--- src/rtl/sal_sched.sv ---
// Per-bank DRAM command scheduler: fixed class priority, round-robin within
// a class, channel timing counters, and a one-cycle registered command output.
module sal_sched #(
   parameter int unsigned NUM_BANKS = 4,
   parameter int unsigned RA_WIDTH  = 14,
   parameter int unsigned CA_WIDTH  = 10,
   parameter int unsigned T_WIDTH   = 4
) (
   input  logic                                         clk,
   input  logic                                         rst_n,
   input  logic [NUM_BANKS-1:0]                         act_req_i,
   input  logic [NUM_BANKS-1:0]                         rd_req_i,
   input  logic [NUM_BANKS-1:0]                         wr_req_i,
   input  logic [NUM_BANKS-1:0]                         pre_req_i,
   input  logic [NUM_BANKS-1:0]                         ref_req_i,
   input  logic [NUM_BANKS*RA_WIDTH-1:0]                ra_i,
   input  logic [NUM_BANKS*CA_WIDTH-1:0]                ca_i,
   output logic [NUM_BANKS-1:0]                         act_gnt_o,
   output logic [NUM_BANKS-1:0]                         rd_gnt_o,
   output logic [NUM_BANKS-1:0]                         wr_gnt_o,
   output logic [NUM_BANKS-1:0]                         pre_gnt_o,
   output logic [NUM_BANKS-1:0]                         ref_gnt_o,
   input  logic [T_WIDTH-1:0]                           t_rrd_i,
   input  logic [T_WIDTH-1:0]                           t_ccd_i,
   input  logic [T_WIDTH-1:0]                           t_wtr_i,
   input  logic [T_WIDTH-1:0]                           t_rtw_i,
   output logic                                         cmd_valid_o,
   output logic [2:0]                                   cmd_o,
   output logic [$clog2(NUM_BANKS)-1:0]                 cmd_ba_o,
   output logic [((RA_WIDTH > CA_WIDTH) ? RA_WIDTH : CA_WIDTH)-1:0] cmd_addr_o
);

   localparam int unsigned BA_W = $clog2(NUM_BANKS);
   localparam int unsigned AW   = (RA_WIDTH > CA_WIDTH) ? RA_WIDTH : CA_WIDTH;

   localparam logic [2:0] CMD_ACT = 3'd0;
   localparam logic [2:0] CMD_RD  = 3'd1;
   localparam logic [2:0] CMD_WR  = 3'd2;
   localparam logic [2:0] CMD_PRE = 3'd3;
   localparam logic [2:0] CMD_REF = 3'd4;

   // Returns {found, bank}: first requesting bank at or after ptr, wrapping.
   function automatic logic [BA_W:0] rr_pick(input logic [NUM_BANKS-1:0] req,
                                             input logic [BA_W-1:0]      ptr);
      logic [BA_W:0] res;
      int            idx;
      res = '0;
      for (int i = int'(NUM_BANKS) - 1; i >= 0; i--) begin
         idx = int'(ptr) + i;
         if (idx >= int'(NUM_BANKS)) idx = idx - int'(NUM_BANKS);
         if (req[idx]) res = {1'b1, BA_W'(idx)};
      end
      return res;
   endfunction

   // A timing value of 0 behaves like 1.
   function automatic logic [T_WIDTH-1:0] t_load(input logic [T_WIDTH-1:0] t);
      return (t == '0) ? '0 : t - T_WIDTH'(1);
   endfunction

   function automatic logic [T_WIDTH-1:0] t_dec(input logic [T_WIDTH-1:0] c);
      return (c == '0) ? '0 : c - T_WIDTH'(1);
   endfunction

   function automatic logic [BA_W-1:0] ptr_next(input logic [BA_W-1:0] ba);
      return (int'(ba) == int'(NUM_BANKS) - 1) ? '0 : ba + BA_W'(1);
   endfunction

   logic [BA_W-1:0]    act_ptr_q, act_ptr_d, col_ptr_q, col_ptr_d;
   logic [BA_W-1:0]    pre_ptr_q, pre_ptr_d, ref_ptr_q, ref_ptr_d;
   logic [T_WIDTH-1:0] rrd_q, rrd_d, ccd_q, ccd_d, wtr_q, wtr_d, rtw_q, rtw_d;
   logic               valid_d;
   logic [2:0]         cmd_d;
   logic [BA_W-1:0]    ba_d;
   logic [AW-1:0]      addr_d;

   logic               act_ok, rd_ok, wr_ok;
   logic [NUM_BANKS-1:0] act_el, rd_el, wr_el;
   logic [BA_W:0]      act_pick, col_pick, pre_pick, ref_pick;
   int unsigned        sel;

   assign act_ok = (rrd_q == '0);
   assign rd_ok  = (ccd_q == '0) && (wtr_q == '0);
   assign wr_ok  = (ccd_q == '0) && (rtw_q == '0);
   assign act_el = act_req_i & {NUM_BANKS{act_ok}};
   assign rd_el  = rd_req_i & {NUM_BANKS{rd_ok}};
   assign wr_el  = wr_req_i & {NUM_BANKS{wr_ok}};

   assign ref_pick = rr_pick(ref_req_i, ref_ptr_q);
   assign pre_pick = rr_pick(pre_req_i, pre_ptr_q);
   assign col_pick = rr_pick(rd_el | wr_el, col_ptr_q);
   assign act_pick = rr_pick(act_el, act_ptr_q);

   // Arbitration: highest eligible class wins; grants are gated by reset.
   always_comb begin
      act_gnt_o = '0;
      rd_gnt_o  = '0;
      wr_gnt_o  = '0;
      pre_gnt_o = '0;
      ref_gnt_o = '0;
      valid_d   = 1'b0;
      cmd_d     = '0;
      ba_d      = '0;
      addr_d    = '0;
      act_ptr_d = act_ptr_q;
      col_ptr_d = col_ptr_q;
      pre_ptr_d = pre_ptr_q;
      ref_ptr_d = ref_ptr_q;
      sel       = 0;
      if (rst_n) begin
         if (ref_pick[BA_W]) begin
            ba_d      = ref_pick[BA_W-1:0];
            ref_gnt_o[ba_d] = 1'b1;
            valid_d   = 1'b1;
            cmd_d     = CMD_REF;
            ref_ptr_d = ptr_next(ba_d);
         end else if (pre_pick[BA_W]) begin
            ba_d      = pre_pick[BA_W-1:0];
            pre_gnt_o[ba_d] = 1'b1;
            valid_d   = 1'b1;
            cmd_d     = CMD_PRE;
            pre_ptr_d = ptr_next(ba_d);
         end else if (col_pick[BA_W]) begin
            ba_d      = col_pick[BA_W-1:0];
            sel       = int'(ba_d);
            valid_d   = 1'b1;
            addr_d    = AW'(ca_i[sel*CA_WIDTH +: CA_WIDTH]);
            col_ptr_d = ptr_next(ba_d);
            // Same-bank RD and WR both eligible: read goes first.
            if (rd_el[ba_d]) begin
               rd_gnt_o[ba_d] = 1'b1;
               cmd_d = CMD_RD;
            end else begin
               wr_gnt_o[ba_d] = 1'b1;
               cmd_d = CMD_WR;
            end
         end else if (act_pick[BA_W]) begin
            ba_d      = act_pick[BA_W-1:0];
            sel       = int'(ba_d);
            act_gnt_o[ba_d] = 1'b1;
            valid_d   = 1'b1;
            cmd_d     = CMD_ACT;
            addr_d    = AW'(ra_i[sel*RA_WIDTH +: RA_WIDTH]);
            act_ptr_d = ptr_next(ba_d);
         end
      end
   end

   // Timing counters: reload on their trigger grant, else count down to 0.
   always_comb begin
      rrd_d = (|act_gnt_o) ? t_load(t_rrd_i) : t_dec(rrd_q);
      ccd_d = (|rd_gnt_o || |wr_gnt_o) ? t_load(t_ccd_i) : t_dec(ccd_q);
      wtr_d = (|wr_gnt_o) ? t_load(t_wtr_i) : t_dec(wtr_q);
      rtw_d = (|rd_gnt_o) ? t_load(t_rtw_i) : t_dec(rtw_q);
   end

   always_ff @(posedge clk) begin
      if (!rst_n) begin
         act_ptr_q   <= '0;
         col_ptr_q   <= '0;
         pre_ptr_q   <= '0;
         ref_ptr_q   <= '0;
         rrd_q       <= '0;
         ccd_q       <= '0;
         wtr_q       <= '0;
         rtw_q       <= '0;
         cmd_valid_o <= 1'b0;
         cmd_o       <= '0;
         cmd_ba_o    <= '0;
         cmd_addr_o  <= '0;
      end else begin
         act_ptr_q   <= act_ptr_d;
         col_ptr_q   <= col_ptr_d;
         pre_ptr_q   <= pre_ptr_d;
         ref_ptr_q   <= ref_ptr_d;
         rrd_q       <= rrd_d;
         ccd_q       <= ccd_d;
         wtr_q       <= wtr_d;
         rtw_q       <= rtw_d;
         cmd_valid_o <= valid_d;
         cmd_o       <= cmd_d;
         cmd_ba_o    <= ba_d;
         cmd_addr_o  <= addr_d;
      end
   end

endmodule

--- config.mk ---
export PLATFORM = sky130hd
export DESIGN_NAME = sal_sched
export DESIGN_NICKNAME = d
export VERILOG_FILES = /design/src/rtl/sal_sched.sv
export SDC_FILE = /design/constraint.sdc
export NUM_CORES = 1
export LEC_CHECK = 0
export ABC_AREA = 1
export CORE_UTILIZATION = 44
export DETAILED_ROUTE_END_ITERATION = 8
export GPL_TIMING_DRIVEN = 0
export PLACE_DENSITY = 0.91
export SLEW_MARGIN = 10
export SYNTH_ARGS = -nofsm -noshare
export SYNTH_HDL_FRONTEND = slang
export SYNTH_SLANG_ARGS = --single-unit
--- constraint.sdc ---
create_clock -name clk -period 4.3 [get_ports clk]
set_input_delay 1.29 -clock clk [delete_from_list [all_inputs] [get_ports clk]]
set_output_delay 1.29 -clock clk [all_outputs]
set_load 0.005 [all_outputs]
==> impl_metrics.py, run 1 <==
metrics = {
    "cells_and_area": {
        "syn_to_final_growth_pct": 77.0,
        "fin_nets": 1082,
        "drive_gt1_share_pct": 33.3,
        "stdcell_area_um2": 7290,
        "antenna_cells": 0,
    },
    "global_routing": {
        "grt_util_met2_pct": 62.1,
        "grtUsageTotal_pct": 34.2,
        "grt_pass1_vias": 5709,
        "top_usage_layer": "met2",
        "grt_overflow_total": 0,
        "antenna_found_initial": 0,
        "grtUsageMet1_pct": 38.7,
        "met3_usage_pct": 5.74,
        "grt_pass1_wl_um": 26900,
        "grt_max_degree": 16,
    },
    "sta": {
        "slew_headroom_pct": 51.8,
        "fin_crit_sh_pct": 104,
        "worst_slack_ps": -158,
        "finalSetupViolCount": 14,
        "min_period_ps": 4460,
        "worstMarginPinSlew_ps": 713,
        "finalHoldViolCount": 0,
        "rsz0062_at_grt": "true",
        "skew_ps": 16.6,
        "clock.fmax_ghz": 0.224,
        "slew_violations": 0,
        "hold_slack_ps": 503,
    },
    "synth": {
        "synth-seq-cells": 44,
        "synth_seq_area_share_pct": 21.4,
        "yosysWarningCount": 0,
        "syn-num-nets": 829,
        "synth_top_flop_cell": "dfxtp_1",
        "syn-cell-area_um2": 4120,
        "yosysTopAreaCell": "dfxtp_1",
        "synthArstFlopShare_pct": 0,
        "synth_common_cells": "142 x nand2_1, 109 x nor2_1, 75 x o21ai_0",
        "synth_cell_types": 47,
        "syn_inst": 679,
        "avgSynthCellArea_um2": 6.07,
        "synth_edf_count": 0,
        "synth.most_common_cell": "nand2_1",
        "synth.top_cell.area_share_pct": 21.4,
        "ys_top_cells_by_area": "dfxtp_1 21%, nand2_1 13%, nor2_1 9.9%, o21ai_0 9.1%, inv_1 5.7%",
    },
    "clock_network": {
        "h-tree-depth": 2,
        "cts_root_buf": "clkbuf_8",
        "cts_buffer_depth": 2,
        "cts_tree": "built",
        "clkTransAtPathRegs_ps": 90,
        "cts_sinks": 44,
        "clock_latency_ps": 310,
        "numCtsBuffers": 5,
    },
    "routing": {
        "ant_nets": 0,
        "via_per_inst": 5.88,
        "drt_iter0_markers": 457,
        "drc": 0,
        "wl_um": 19500,
        "first_pass_iters": 6,
        "vias": 6124,
        "drt-wirelength-per-cell_um": 18.7,
    },
    "critical_path": {
        "start_kind": "flip-flop",
        "slowest_stage": "xor2_1",
        "path_buf_inv": 5,
        "end_kind": "output port",
        "path_delay_family": "simple AND/OR/NAND/NOR gates",
        "crit_type": "reg -> out",
        "crit_required_ps": 3010,
        "worst_path_largest_cell_delay_ps": 590,
        "crit_chain": "buf_2 -> xor2_1 -> inv_2 -> nand3_4 -> nand2_4 -> nor2_4 -> nand2_2 -> nand2_4 -> nand2_1 -> nand2_2 -> buf_6 -> ha_1 -> inv_2 -> nor3_2 -> buf_2",
        "crit_fanout": 8,
        "cp.arrival_ps": 3170,
    },
    "place": {
        "gp_congestion": 0.914,
        "place_area_um2": 5980,
        "detailed_place_hpwl_um": 10500,
        "portBuffers": 172,
        "place_ws_ps": -907,
    },
    "flow_run": {
        "cap_viol_max_count": 0,
    },
    "status": {
        "violations": "negative setup slack",
        "status": "complete, but fails checks",
    },
    "floorplan": {
        "die_w_um": 98.8,
        "die_y_um": 98.8,
        "rows": 34,
        "initial_core_util_pct": 46.4,
        "core_area_um2": 8890,
        "dieArea_um2": 9760,
        "pin_count": 174,
    },
    "pwr": {
        "power.leakage_uw": 0.00326,
        "power_density_nw_per_um2": 329,
        "vdd_drop_max_mv": 0.177,
    },
    "hold_path": {
        "hold_path_class": "reg -> reg",
    },
}
==> sequential cells by signal (all words and copies together) (netlist names) <==
| name | flops |
|---|---|
| cmd_o | 3 |
| cmd_ba_o | 2 |
| cmd_valid_o | 1 |
| rtw_q | 4 |
| act_ptr_q | 2 |
| cmd_addr_o | 14 |
| col_ptr_q | 2 |
| pre_ptr_q | 2 |
| wtr_q | 4 |
| ref_ptr_q | 2 |
| ccd_q | 4 |
| rrd_q | 4 |
==> worst reg2reg max path: stages, from the launching register on <==
cell     delay [ps]
dfxtp_1         340
buf_2           370
xor2_1          590
inv_2           140
nand3_4         140
nand2_4          70
inv_2            80
nand2_4          70
nand2_4          90
nand2_8          70
nand2_8         110
buf_6           120
inv_8            40
ha_1            190
inv_2           150
nor2_2          140
o41ai_2         570
nand3_1         190
nand2_1         110
nand2_1          70
nor2_1          210
==> layout by cell type (no fill, tap or decap), types with 3 or more instances in the layout <==
| cell type | n |
|---|---|
| clkdlybuf4s50_1 | 132 |
| nand2_1 | 103 |
| nor2_1 | 101 |
| buf_4 | 69 |
| o21ai_0 | 66 |
| inv_1 | 45 |
| dfxtp_1 | 44 |
| nand2_2 | 39 |
| o22ai_1 | 25 |
| buf_2 | 24 |
| inv_2 | 24 |
| a21oi_1 | 23 |
| nand2_4 | 16 |
| nand3_1 | 15 |
| nor2_4 | 13 |
| nand3_4 | 13 |
| o21ai_2 | 13 |
| buf_6 | 13 |
| o21ai_1 | 12 |
| clkbuf_2 | 12 |
| nor2_2 | 10 |
| dlygate4sd2_1 | 8 |
| nand3_2 | 7 |
| ha_1 | 7 |
| o211ai_1 | 6 |
| nor3_2 | 6 |
| ha_4 | 6 |
| clkbuf_8 | 6 |
| a21oi_2 | 5 |
| buf_8 | 5 |
| nor3_1 | 5 |
| clkbuf_1 | 4 |
| a211oi_1 | 4 |
| o21ai_4 | 3 |
| inv_8 | 3 |
| or2_1 | 3 |
| inv_4 | 3 |
| ha_2 | 3 |
==> layer usage <==
metal  wire length (um)  vias to the layer above
met4               1170                        0
met3               1860                      127
met2               9750                      489
met5                  0                        -
li1                   -                     2742
met1               6730                     2766
==> where the power goes <==
part	switching [uW]	internal, uW
sequential	22.8	442
clock	158	190
combinational	872	711
==> cells by family after synthesis <==
logic type | Yosys count | share of synthesized area, %
flops | 44 | 21.4
mux | 2 | 0.486
fa+ha+maj | 16 | 4.86
buf+inv | 101 | 10.2
compound gates | 168 | 24.1
xor+xnor | 4 | 1.03
simple gates | 344 | 38.0
==> through the flow <==
stage / cells / util [%] / total power [uW] / TNS, ps
2_1_floorplan: 679 / - / 1120 / 0
3_3_place_gp: 959 / 67.2 / 1460 / -15560
3_5_place_dp: 959 / 67.2 / 1480 / -16300
4_1_cts: 1018 / 77.1 / 2120 / -2.54
5_1_grt: 1041 / 82.0 / 2530 / -2280
6_report: 1041 / 82.0 / 2400 / -1200
==> area by class of cell <==
| type | count | area, um^2 |
|---|---|---|
| Buffer | 18 | 125 |
| Clock buffer | 6 | 82.6 |
| Clock inverter | 2 | 38.8 |
| Fill cell | 516 | 1600 |
| Inverter | 77 | 319 |
| Multi-Input combinational cell | 534 | 3460 |
| Sequential cell | 44 | 881 |
| Tap cell | 108 | 135 |
| Timing Repair Buffer | 252 | 2250 |
==> worst paths after layout <==
| check | slack (ps) | endpoint | start | depth (start not counted) |
|---|---|---|---|---|
| setup / recovery | -160 | wr_gnt_o[0] | col_ptr_q[0] | 15 |
| hold / removal | 500 | rtw_q[2] | rtw_q[2] | 2 |
| setup reg to reg | 370 | ccd_q[2] | col_ptr_q[0] | 20 |
| hold reg to reg | 500 | rtw_q[2] | rtw_q[2] | 2 |
==> what timing repair did <==
item / in CTS / in global routing
gates cloned: 1 / 0
setup buffers: 55 / 24
endpoints found under the setup margin: 20 / 17
gates resized for setup: 240 / 89
pin swaps: 78 / 56
hold buffers: 0 / 0
Power figures use the tool's default switching activity.
==> run 2: changes to the inputs <==
- SLEW_MARGIN: 10 -> 20
==> results of run 2 <==
The final DEF is identical to that of run 1; final timing and power are the same.
==> run 3: changes to the inputs <==
- CORE_MARGIN: unset -> 10
==> run 3 against run 2 <==
The flow still finishes with violations (negative setup slack); worst setup slack improved by 150 ps; die area up 40%; largest cell class unchanged; fmax rose by 3.5%; combinational power is essentially flat; sequential share of layout area up 0.21 points; design area is 1.7% lower; clock power about the same.
==> impl_metrics.py, run 3 (same netlist as run 1, synthesis figures left out) <==
metrics = {
    "status": {
        "status": "complete, but fails checks",
        "violations": "negative setup slack",
    },
    "sta": {
        "clock.fmax_ghz": 0.232,
        "hold_slack_ps": 513,
        "slew_violations": 0,
        "finalHoldViolCount": 0,
        "slew_headroom_pct": 57.2,
        "fin_setup_tns_ps": -5.19,
        "skew_ps": 6.15,
        "fin_crit_sh_pct": 100,
        "finalSetupViolCount": 1,
        "min_period_ps": 4310,
        "worstMarginPinSlew_ps": 634,
        "worst_slack_ps": -5.19,
    },
    "clock_network": {
        "numCtsBuffers": 5,
        "cts_buffer_depth": 2,
        "clock_latency_ps": 310,
        "clkTransAtPathRegs_ps": 90,
        "cts_sinks": 44,
        "h-tree-depth": 2,
        "cts_tree": "built",
        "cts_root_buf": "clkbuf_8",
    },
    "routing": {
        "ant_nets": 0,
        "vias": 5811,
        "drt-wirelength-per-cell_um": 18.8,
        "drc": 0,
        "drt_iter0_markers": 564,
        "first_pass_iters": 5,
        "wl_um": 19200,
        "via_per_inst": 5.66,
    },
    "critical_path": {
        "crit_fanout": 7,
        "worst_path_most_repeated_cell": "nand2_4",
        "worst_path_largest_cell_delay_ps": 220,
        "cp.arrival_ps": 3020,
        "end_kind": "output port",
        "slowest_stage": "nor3_2",
        "crit_chain": "clkbuf_2 -> nand2_2 -> nand3_4 -> nand2_4 -> nor2_4 -> nor2_4 -> nand2_2 -> nand2_4 -> a21boi_4 -> buf_6 -> buf_4 -> nand2_4 -> nand2_8 -> nor3_2 -> buf_2",
        "start_kind": "input port",
        "crit_required_ps": 3010,
        "crit_type": "in -> out",
    },
    "global_routing": {
        "grtUsageTotal_pct": 25.0,
        "grt_pass1_wl_um": 27400,
        "grt_max_degree": 18,
        "grt_pass1_vias": 5558,
        "grt_overflow_total": 0,
        "antenna_found_initial": 0,
    },
    "place": {
        "portBuffers": 172,
        "detailed_place_hpwl_um": 11900,
        "gp_congestion": 0.909,
        "place_area_um2": 5980,
    },
    "cells_and_area": {
        "stdcell_area_um2": 7170,
        "final_cell_mix": "132 x clkdlybuf4s50_1, 101 x nor2_1, 101 x nand2_1",
        "fin_nets": 1064,
        "largest_reg_flops": 14,
        "syn_to_final_growth_pct": 74.0,
        "antenna_cells": 0,
        "fin_util_pct": 78.0,
        "drive_gt1_share_pct": 32.7,
        "final_common_cell": "clkdlybuf4s50_1",
        "top_register": "cmd_addr_o",
    },
    "floorplan": {
        "die_y_um": 117,
        "dieArea_um2": 13600,
        "core_area_um2": 9200,
        "pin_count": 174,
        "rows": 35,
        "initial_core_util_pct": 44.8,
        "die_w_um": 117,
    },
    "hold_path": {
        "hold_path_class": "reg -> reg",
    },
    "flow_run": {
        "cap_viol_max_count": 0,
    },
    "pwr": {
        "power_density_nw_per_um2": 333,
        "vdd_drop_max_mv": 0.222,
        "power.leakage_uw": 0.00318,
    },
}
==> run 3: stage by stage <==
stage	power, uW	setup WS, ps	cells
finish	2390	-5.19	1026
global route	2540	-119	1026
CTS	2070	3.04	1012
detailed placement	1480	-917	962
global placement	1450	-948	962
floorplan	1120	255	679
==> run 3: power by group <==
part / switching, uW / internal, uW
clock network: 159 / 190
logic: 893 / 683
registers: 19.9 / 442
total: 1070 / 1320
==> run 3: final timing paths <==
path	from	to	slack, ps	depth (start not counted)
hold reg to reg	rtw_q[2]	rtw_q[2]	510	2
setup reg to reg	col_ptr_q[1]	ccd_q[2]	830	19
setup / recovery	rd_req_i[2]	rd_gnt_o[0]	-5	15
hold / removal	rtw_q[2]	rtw_q[2]	510	2
==> run 3: critical path, delay by kind of cell <==
kind            cells  cell delay (ps)
simple gates       10             1150
compound gates      1               70
buf+inv             4              500
==> run 3: metal layers <==
layer | up-vias | global-route usage (%) | share of wire, %
li1 | 2714 | - | -
met5 | - | 0 | 0
met3 | 86 | 4.99 | 6.7
met1 | 2683 | 26.6 | 35
met4 | 0 | 8.98 | 5.0
met2 | 328 | 47.4 | 53
==> run 3: layout make-up <==
cell class	instances	area (um^2)
Timing Repair Buffer	233	2050
Sequential cell	44	881
Fill cell	610	2030
Clock inverter	2	38.8
Multi-Input combinational cell	534	3520
Inverter	77	327
Tap cell	111	139
Buffer	19	136
Clock buffer	6	82.6
==> run 3: timing repair <==
item	in CTS	in global routing
setup endpoints to repair	20	20
buffers inserted	47	14
pin swaps	70	61
hold buffers	0	0
resized for setup	238	102
==> RTL edit: new RTL, config.mk and constraints of run 3 <==
The parameter `RA_WIDTH` goes from 14 to 28.
--- a/src/rtl/sal_sched.sv
+++ b/src/rtl/sal_sched.sv
@@ -4,3 +4,3 @@
    parameter int unsigned NUM_BANKS = 4,
-   parameter int unsigned RA_WIDTH  = 14,
+   parameter int unsigned RA_WIDTH  = 28,
    parameter int unsigned CA_WIDTH  = 10,
Ports: changed (resized cmd_addr_o and ra_i); port bits go from 174 to 244. No check against the original RTL was run, so the function may have changed too.
==> RTL edit against run 3 <==
- the run ends with design-rule violations, negative setup slack left
- total power rose by 12%
- via count rose by 29%
- global-route usage rose by 3.7 points
- sequential power is 28% higher
- worst setup slack got worse by 0.31 ns
- routed wire length grew 45%
- cell area rose by 23%
- fmax decreased by 6.6%
- sequential cell count up 14
- synthesized area rose by 17%
- critical endpoint is now wr_gnt_o[3]
- largest power group unchanged
- highest routed layer unchanged
==> RTL edit: results (changes against run 3) <==
* Worst slew pin tran at 0.810 ns (+0.176 ns)
* DRT iter0 DRCs at 1006 (+78%)
* # setup viols final at 16 (+15)
* GRT Util Overall at 28.7% (+3.7 points)
* TritonCTS buffer count at 9 (+4)
* Met2 Wirelength at 13.2 mm (+30%)
* Vias at 7509 (+29%)
* First-pass GRT wire length at 36.8 mm (+34%)
* CTS clk-pin slew, worst paths at 0.07 ns (-0.02 ns)
* TritonRoute pass-1 iters at 9 (+4)
* Met3 wire length at 3.03 mm (+130%)
* Max reg flops at 28 (+14)
* Met3 GRT Util at 6.51% (+1.5 points)
* Outcome: finished, violations left
* Drt drc at 2 (+2)
* Port Buf Inserts at 242 (+41%)
* Post-route setup slack at -0.311 ns (-0.306 ns)
* Final std cells w/o fill at 1255 (+22%)
* Final WL at 27.9 mm (+45%)
* Clock skew at 0.0266 ns (+0.0205 ns)
* Pin count of the biggest net entering global routing at 15 (-3)
* Sw frac at 43.3% (-1.6 points)
* Post-Syn Area per Cell at 6.18 µm² (+1.8%)
* Place WS at -1.09 ns (-0.177 ns)
* Initial antenna violation count at 3 (+3)
* Failing checks: design-rule violations, negative setup slack
* WP data arrival at 3.32 ns (+0.30 ns)
* Share of layout cells above drive strength 1 at 29.6% (-3.1 points)
* Routed length on met1 at 9.74 mm (+43%)
* H-tree levels at 3 (+1)
* Area contributors post-synth: dfxtp_1 (24%), nand2_1 (12%), nor2_1 (10%)
==> RTL edit: cell types whose count changed in the layout (fill, tap and decap cells not counted), sizes merged, moves of 8 or more <==
cell,change
o31ai,+10
nor2,+27
dfxtp,+14
nand2,+8
buf,+18
nand3,+8
clkbuf,+17
or2,+11
clkdlybuf4s50,+70
a21oi,+14
==> RTL edit: final timing paths <==
kind                        from             endpoint  slack (ns)  cells after the start
max                  rd_req_i[2]          wr_gnt_o[3]       -0.31                     16
min          rrd_q[3]$_SDFF_PN0_  rrd_q[3]$_SDFF_PN0_        0.52                      2
min reg2reg  rrd_q[3]$_SDFF_PN0_  rrd_q[3]$_SDFF_PN0_        0.52                      2
max reg2reg  wtr_q[1]$_SDFF_PN0_  ccd_q[1]$_SDFF_PN0_        0.12                     21
==> RTL edit: layout make-up <==
cell class                      instances  area (µm²)  area share (%)
Antenna cell                            3        7.51          0.0853
Buffer                                 29         235            2.67
Clock buffer                           12         155            1.76
Clock inverter                          3        15.0           0.171
Inverter                               77         315            3.58
Multi-Input combinational cell        615        3850            43.7
Sequential cell                        58        1160            13.2
Tap cell                              140         175            1.99
Timing Repair Buffer                  318        2890            32.8
==> RTL edit: worst register-to-register path, stage by stage, from the launching register on <==
cell and delay, ns:
dfxtp_1 0.34, nor2_2 0.16, nand2_1 0.15, nor2_4 0.28, nand2_2 0.16, nand3_4 0.17
nand2_2 0.10, o21ai_1 0.44, nand2_1 0.13, nand2_1 0.12, nand2_2 0.07, nand2_4 0.11
inv_2 0.07, buf_6 0.13, ha_1 0.19, inv_2 0.13, nor2_2 0.12, o41ai_1 0.78
nand3_1 0.19, nand2_1 0.11, nand2_1 0.06, nor2_1 0.12
==> RTL edit: kinds of logic after synthesis <==
group                      share of synthesized area (%)
buffers and inverters                               9.47
adders and majority gates                           4.14
AOI/OAI and AO/OA                                   24.1
xor gates and xnor gates                           0.724
muxes                                              0.440
and+or+nand+nor                                     37.1
DFF                                                 24.0
==> RTL edit: stage by stage <==
stage / hold slack, ns / util [%]
after floorplan: 0.444 / -
after global placement: 0.453 / 68.9
after detailed placement: 0.471 / 68.9
after CTS: 0.480 / 77.4
after global routing: 0.524 / 81.5
final: 0.517 / 81.5
==> RTL edit: power by group through the flow <==
stage	registers, µW	logic [µW]	clock network, µW
after floorplan	596	635	0
after global placement	600	1010	0
after detailed placement	600	1040	0
after CTS	588	1280	466
after global routing	593	1690	498
final	592	1590	487
==> RTL edit: timing repair <==
item / 4_1_cts / 5_1_grt
pin swaps: 62 / 49
setup endpoints to repair: 20 / 20
resized for setup: 244 / 102
gates cloned: 1 / 0
setup buffers: 51 / 25
